--- config.mk ---
export PLATFORM = sky130hd
export DESIGN_NAME = modbus_rtu_rx_framer
export DESIGN_NICKNAME = d
export VERILOG_FILES = /design/src/rtl/modbus_rtu_rx_framer_pkg.sv /design/src/rtl/modbus_crc16.sv /design/src/rtl/modbus_rtu_rx_framer.sv
export SDC_FILE = /design/constraint.sdc
export NUM_CORES = 2
export LEC_CHECK = 0
export BUFFER_PORTS_ARGS = -buffer_cell sky130_fd_sc_hd__buf_2
export CAP_MARGIN = 15
export CORE_MARGIN = 2
export CORE_UTILIZATION = 45
export DETAILED_ROUTE_END_ITERATION = 7
export PLACE_DENSITY = 0.69
export SETUP_SLACK_MARGIN = 0.15
export SYNTH_ARGS = -nofsm -noshare
export SYNTH_HDL_FRONTEND = slang
export SYNTH_SLANG_ARGS = --single-unit
--- constraint.sdc ---
create_clock -name PCLK -period 3.05 [get_ports PCLK]
set_input_delay 0.4575 -clock PCLK [delete_from_list [all_inputs] [get_ports PCLK]]
set_output_delay 0.4575 -clock PCLK [all_outputs]
set_load 0.01 [all_outputs]
--- src/rtl/modbus_rtu_rx_framer_pkg.sv ---
// Shared types and constants for the Modbus RTU receive framer.
package modbus_rtu_rx_framer_pkg;

  typedef enum logic [2:0] {
    ST_INIT,
    ST_IDLE,
    ST_RECV,
    ST_GAP,
    ST_HOLD
  } rx_state_e;

  localparam logic [15:0] CRC_INIT      = 16'hFFFF;
  localparam logic [15:0] CRC_POLY      = 16'hA001;
  localparam int unsigned MIN_FRAME_LEN = 4;

  // Saturating increment for the 16-bit silence timer and drop counter.
  function automatic logic [15:0] sat_inc16(input logic [15:0] v);
    return (v == 16'hFFFF) ? v : v + 16'd1;
  endfunction

endpackage

--- src/rtl/modbus_crc16.sv ---
// Combinational Modbus CRC-16 byte update (reflected polynomial).
module modbus_crc16
  import modbus_rtu_rx_framer_pkg::*;
(
  input  logic [15:0] crc_i,
  input  logic [7:0]  data_i,
  output logic [15:0] crc_o
);

  // Eight LSB-first shift/xor steps unrolled into a single cycle.
  always_comb begin
    logic [15:0] c;
    c = crc_i ^ {8'h00, data_i};
    for (int unsigned i = 0; i < 8; i++) begin
      c = c[0] ? ((c >> 1) ^ CRC_POLY) : (c >> 1);
    end
    crc_o = c;
  end

endmodule

--- src/rtl/modbus_rtu_rx_framer.sv ---
// Modbus RTU receive framer: delimits frames by line silence, buffers the
// bytes, checks length/CRC/address and holds a good frame for a consumer.
module modbus_rtu_rx_framer
  import modbus_rtu_rx_framer_pkg::*;
#(
  parameter int unsigned MAX_BYTES = 256
) (
  input  logic        PCLK,
  input  logic        PRESET,
  input  logic        rx_valid,
  input  logic [7:0]  rx_data,
  input  logic        rx_err,
  input  logic [15:0] cfg_t15,
  input  logic [15:0] cfg_t35,
  input  logic [7:0]  cfg_slave_addr,
  output logic        frm_valid,
  output logic [8:0]  frm_len,
  output logic        frm_bcast,
  input  logic        frm_ack,
  input  logic [7:0]  rd_addr,
  output logic [7:0]  rd_data,
  output logic [15:0] stat_drop,
  output logic        stat_ovr
);

  localparam int unsigned CNT_W = $clog2(MAX_BYTES + 1);
  localparam int unsigned AW    = $clog2(MAX_BYTES);

  rx_state_e         state_q, state_d;
  logic [15:0]       sil_q, sil_d;
  logic [CNT_W-1:0]  cnt_q, cnt_d;
  logic [15:0]       crc_q, crc_d;
  logic              bad_q, bad_d;
  logic [7:0]        byte0_q, byte0_d;
  logic              fv_q, fv_d;
  logic [8:0]        len_q, len_d;
  logic              bc_q, bc_d;
  logic [15:0]       drop_q, drop_d;
  logic              ovr_q, ovr_d;
  logic              hrx_q, hrx_d;
  logic [7:0]        rd_q;

  logic [7:0]        mem_q [MAX_BYTES];
  logic              wr_en;
  logic [AW-1:0]     wr_idx;
  logic [15:0]       crc_seed;
  logic [15:0]       crc_nxt;
  logic              frame_good;

  // The first byte of a frame starts from the CRC seed instead of the register.
  assign crc_seed = (state_q == ST_IDLE) ? CRC_INIT : crc_q;

  modbus_crc16 u_crc (
    .crc_i  (crc_seed),
    .data_i (rx_data),
    .crc_o  (crc_nxt)
  );

  assign frame_good = !bad_q
                   && (cnt_q >= CNT_W'(MIN_FRAME_LEN))
                   && (cnt_q <= CNT_W'(MAX_BYTES))
                   && (crc_q == 16'h0000)
                   && ((byte0_q == cfg_slave_addr) || (byte0_q == 8'h00));

  // Next-state and datapath updates; an incoming byte takes priority over timeouts.
  always_comb begin
    state_d = state_q;
    sil_d   = rx_valid ? '0 : sat_inc16(sil_q);
    cnt_d   = cnt_q;
    crc_d   = crc_q;
    bad_d   = bad_q;
    byte0_d = byte0_q;
    fv_d    = fv_q;
    len_d   = len_q;
    bc_d    = bc_q;
    drop_d  = drop_q;
    ovr_d   = ovr_q;
    hrx_d   = hrx_q;
    wr_en   = 1'b0;
    wr_idx  = '0;

    case (state_q)
      ST_INIT: begin
        if (!rx_valid && (sil_q >= cfg_t35)) state_d = ST_IDLE;
      end
      ST_IDLE: begin
        if (rx_valid) begin
          wr_en   = 1'b1;
          wr_idx  = '0;
          crc_d   = crc_nxt;
          cnt_d   = CNT_W'(1);
          bad_d   = rx_err;
          byte0_d = rx_data;
          state_d = ST_RECV;
        end
      end
      ST_RECV: begin
        if (rx_valid) begin
          if (cnt_q == CNT_W'(MAX_BYTES)) begin
            bad_d = 1'b1;
          end else begin
            wr_en  = 1'b1;
            wr_idx = AW'(cnt_q);
            cnt_d  = cnt_q + CNT_W'(1);
            crc_d  = crc_nxt;
            bad_d  = bad_q | rx_err;
          end
        end else if (sil_q >= cfg_t15) begin
          state_d = ST_GAP;
        end
      end
      ST_GAP: begin
        if (rx_valid) begin
          bad_d = 1'b1;
        end else if (sil_q >= cfg_t35) begin
          if (frame_good) begin
            fv_d    = 1'b1;
            len_d   = 9'(cnt_q - CNT_W'(2));
            bc_d    = (byte0_q == 8'h00);
            hrx_d   = 1'b0;
            state_d = ST_HOLD;
          end else begin
            drop_d  = sat_inc16(drop_q);
            state_d = ST_IDLE;
          end
        end
      end
      ST_HOLD: begin
        if (rx_valid) begin
          ovr_d = 1'b1;
          hrx_d = 1'b1;
        end
        // A byte in the release cycle counts as arriving during the hold.
        if (frm_ack) begin
          fv_d    = 1'b0;
          state_d = (hrx_q || rx_valid) ? ST_INIT : ST_IDLE;
        end
      end
      default: state_d = ST_INIT;
    endcase
  end

  // State and control registers with synchronous reset.
  always_ff @(posedge PCLK) begin
    if (PRESET) begin
      state_q <= ST_INIT;
      sil_q   <= '0;
      cnt_q   <= '0;
      crc_q   <= CRC_INIT;
      bad_q   <= 1'b0;
      byte0_q <= '0;
      fv_q    <= 1'b0;
      len_q   <= '0;
      bc_q    <= 1'b0;
      drop_q  <= '0;
      ovr_q   <= 1'b0;
      hrx_q   <= 1'b0;
    end else begin
      state_q <= state_d;
      sil_q   <= sil_d;
      cnt_q   <= cnt_d;
      crc_q   <= crc_d;
      bad_q   <= bad_d;
      byte0_q <= byte0_d;
      fv_q    <= fv_d;
      len_q   <= len_d;
      bc_q    <= bc_d;
      drop_q  <= drop_d;
      ovr_q   <= ovr_d;
      hrx_q   <= hrx_d;
    end
  end

  // Frame buffer writes; contents deliberately survive reset.
  always_ff @(posedge PCLK) begin
    if (wr_en && !PRESET) mem_q[wr_idx] <= rx_data;
  end

  // Registered read port, available in every state.
  always_ff @(posedge PCLK) begin
    if (PRESET) rd_q <= '0;
    else        rd_q <= mem_q[AW'(rd_addr)];
  end

  assign frm_valid = fv_q;
  assign frm_len   = len_q;
  assign frm_bcast = bc_q;
  assign stat_drop = drop_q;
  assign stat_ovr  = ovr_q;
  assign rd_data   = rd_q;

endmodule

==> Implementation_results.wiki <==
{| class="wikitable"
! Metric !! Value
|-
| Number of hold-slack violations in the final timing report || 0
|-
| Core region area || 0.186 mm²
|-
| Post-route core utilization || 0.527
|-
| Fraction of post-synthesis cell area in the top cell type by area || 0.731
|-
| Clock tree sinks || 2138
|-
| Number of H-tree levels || 4
|-
| Bufs on Longest Clock Path || 3
|-
| Drt wl/cell || 28.0 µm
|-
| Part of the cycle the worst path needs || 0.931
|-
| Max FO, Critical Path || 13
|-
| Number of warnings printed during yosys synthesis || 0
|-
| Pwr Density || 609 mW/mm²
|-
| Number of cells traversed by the worst register-to-register path || 8
|-
| Crit path from || state_q[1]
|-
| Source-to-sink clock delay at the later pin of the worst-skew pair || 850 ps
|-
| Skew final || 35.3 ps
|-
| Chip Height || 436 µm
|-
| Worst slack after detailed placement || -96.3 ps
|-
| Crit path capture type || flip-flop
|-
| Cell accounting for the most synthesized area || edfxtp_1
|-
| Total instance count after detailed placement || 7079
|-
| Final setup fails || 0
|-
| Finished layout cell area || 0.0979 mm²
|-
| Share of synthesized flip-flops with an asynchronous set or reset || 0
|-
| Status || completed
|-
| Hold slack || 99.9 ps
|-
| Ratio of cells with drive above 1 in the final layout || 0.299
|-
| Slowest Stage Delay on Critical Path || 470 ps
|-
| Proportion of power drawn by the clock network || 0.413
|-
| Relative slew margins || 0.241
|-
| Sequential group share of total power || 0.540
|-
| Least-Margin Pin Slew || 1140 ps
|-
| Die boundary width || 436 µm
|-
| Overall power consumption || 59.6 mW
|-
| Row count || 158
|-
| Cell Chain, Critical Path || or3b_1 > nor2_2 > buf_4 > nand3_1 > or3_1 > buf_4 > nor2_1 > buf_4
|-
| DP Wirelength || 133000 µm
|-
| Total wirelength of the detailed-routed design || 209000 µm
|-
| Largest cells by area after synthesis || edfxtp_1 (73%), mux4_2 (14%), dfxtp_1 (2.1%), nor2_1 (1.8%), mux2i_1 (0.80%)
|-
| Number of enable-type register cells in the synthesized netlist || 2048
|-
| Instance area after placement || 0.0914 mm²
|-
| Leakage power || 31.7 nW
|-
| Max capacitance violation total || 0
|-
| Start of the worst register-to-register path || state_q[1]
|-
| Number of nets produced by synthesis || 4297
|-
| Part of the Yosys area used for sequential elements || 0.752
|-
| Most common cell after layout, fill and taps aside || edfxtp_1
|-
| Peak VDD IR || 0.522 mV
|-
| Capture instance of the worst register-to-register path || mem_q[97][0]
|-
| Setup crit end || mem_q[97][0]
|-
| Data required time of the critical path || 3600 ps
|-
| Mean area per synthesized cell || 20.0 µm²
|-
| Number of antenna violations at the first check in global routing || 9
|-
| Total track usage || 0.219
|-
| Net count, final || 4907
|-
| Number of nets with antenna violations after detailed routing || 0
|-
| Layout Area Growth over Synthesis || 16.4%
|-
| Number of buffers created by CTS || 200
|-
| Starting utilization of the core area || 0.453
|-
| Most common cell type on the critical path || buf_4
|-
| Global-route wire length before repair || 305000 µm
|-
| Sum Neg Setup Slack || 0 ps
|-
| Boundary pin count || 97
|-
| Max-slew violations || 0
|-
| TritonCTS clock tree || built
|-
| Quantity of I/O buffers inserted on ports || 96
|-
| Flip-flop and latch count after synthesis || 2138
|-
| Pre-Repair DR Iteration Count || 5
|-
| FF-to-FF setup slack || 210 ps
|-
| Top_reg_cell synth || edfxtp_1
|-
| Type of the most critical hold path || primary input to flip-flop
|-
| Worst setup margin || 210 ps
|-
| Fmax || 352 MHz
|-
| P_sw || 12.4 mW
|-
| Iteration-0 DRC count of the detailed router || 6029
|-
| Full die area || 0.190 mm²
|-
| Category of the critical setup timing path || flip-flop to flip-flop
|-
| Final routed DRC violation total || 0
|-
| Total congestion overflow after global routing || 0
|-
| Post-Synthesis Cell Area || 0.0841 mm²
|-
| Post-layout min period || 2840 ps
|-
| Startpoint type of the worst setup path || flip-flop
|-
| Largest net degree at the start of global routing || 209
|-
| Total vias in the final route || 44121
|-
| CP arrival || 3390 ps
|-
| P_int || 47.2 mW
|-
| Combinational fraction of design power || 0.047
|-
| Number of distinct standard cells referenced by the synthesized netlist || 63
|-
| Unrepaired setup endpoints after global routing || false
|-
| Routability congestion estimate || 0.895
|-
| Via/cell ratio || 5.92
|-
| Switch share || 0.208
|-
| Final cell count without fillers || 7453
|-
| Commonest cells after routing, fill and taps aside || edfxtp_1 (2048), mux4_2 (541), buf_4 (493)
|-
| Clock root buffer master || clkbuf_16
|-
| Clock-pin slew reported for the worst setup and hold paths after clock tree synthesis || 60 ps
|-
| Gate Count Post-Synth || 4198
|-
| Via count of the first global-routing pass || 43830
|-
| Max stage delay cell, worst path || or3b_1
|}
## layer usage
metal | GRT usage | share of wire | up-vias
li1 | - | - | 18479
met1 | 0.300 | 0.38 | 23047
met2 | 0.347 | 0.48 | 2222
met3 | 0.0430 | 0.095 | 367
met4 | 0.0859 | 0.041 | 6
met5 | 0 | 0.00022 | -
## how the worst min path moves through the flow
stage                          start          to  slack (ps)  depth (start not counted)
after floorplan            crc_q[12]   crc_q[12]         460                          2
after global placement    frm_len[1]  frm_len[1]         450                          2
after detailed placement  frm_len[1]  frm_len[1]         460                          2
final                     rx_data[7]  byte0_q[7]         100                          3
after CTS                 rx_data[7]  byte0_q[7]          60                          3
after global routing      rx_data[7]  byte0_q[7]         100                          3
## final cells by class
class                      count  area, µm²
clock buffer                 240       5220
antenna                        4       10.0
multi-input combinational   1772      19400
clock inverter               123       1220
fill                       14130      87700
timing repair buffer         648       5410
sequential                  2138      63300
inverter                      48        180
tap                         2480       3100
## registers in the layout (all words and copies together), names as in the netlist
register / flops
cnt_q: 9
frm_valid: 1
stat_drop: 16
frm_len: 9
state_q: 3
mem_q: 2048
hrx_q: 1
sil_q: 16
frm_bcast: 1
crc_q: 16
rd_data: 8
byte0_q: 8
stat_ovr: 1
bad_q: 1
## cell usage after synthesis (3+ instances only)
cell type and instances:
o211ai_1 15, nand4bb_1 4, clkbuf_1 94, a211oi_1 21, or3_1 10, or4b_2 8, buf_4 35, nor3b_1 9
nor4_1 11, buf_1 19, buf_6 14, mux4_2 541, and3_1 9, nand4b_1 3, a21o_1 4, mux2_2 3
buf_2 78, o221ai_1 8, o21ai_1 10, mux2i_1 67, a22oi_1 50, o21ai_0 22, ha_1 38, a31oi_1 14
xor2_1 21, nand4_1 43, a21oi_1 68, nor2b_1 11, nand2_1 89, and2_1 7, or4_1 9, o41ai_1 5
xnor2_1 37, a2111oi_0 3, dfxtp_1 90, o22ai_1 74, edfxtp_1 2048, nor2_1 394, o31ai_1 7, inv_1 48
and4_1 5, nand2b_1 18, nand3_1 63, nor3_1 48
## critical path, delay by kind of cell (launching register included)
family,cells,cell delay (ps)
and+or+nand+nor,5,1480
buffers and inverters,3,650
DFF,1,400
## repair_timing
item / CTS / global route
setup endpoints to repair: 0 / 113
hold buffers: 7 / 0
setup buffers: 0 / 0
hold endpoints to repair: 48 / 0
gates resized for setup: 0 / 2
## power groups by stage
stage / clock network, mW / registers [mW] / logic (mW)
2_1_floorplan: 0 / 32.8 / 1.43
3_3_place_gp: 0 / 32.8 / 2.74
3_5_place_dp: 0 / 32.8 / 2.79
4_1_cts: 24.9 / 32.2 / 2.81
5_1_grt: 26.1 / 32.2 / 2.95
6_report: 24.6 / 32.2 / 2.78
## cells by family after synthesis
family / after synthesis / share of synthesized area
buffers and inverters: 288 / 0.0168
muxes: 611 / 0.153
xor gates and xnor gates: 59 / 0.00631
and+or+nand+nor: 752 / 0.0415
AOI/OAI and AO/OA: 312 / 0.0241
DFF: 2138 / 0.752
adders and majority gates: 38 / 0.00565
Power figures use the tool's default switching activity.
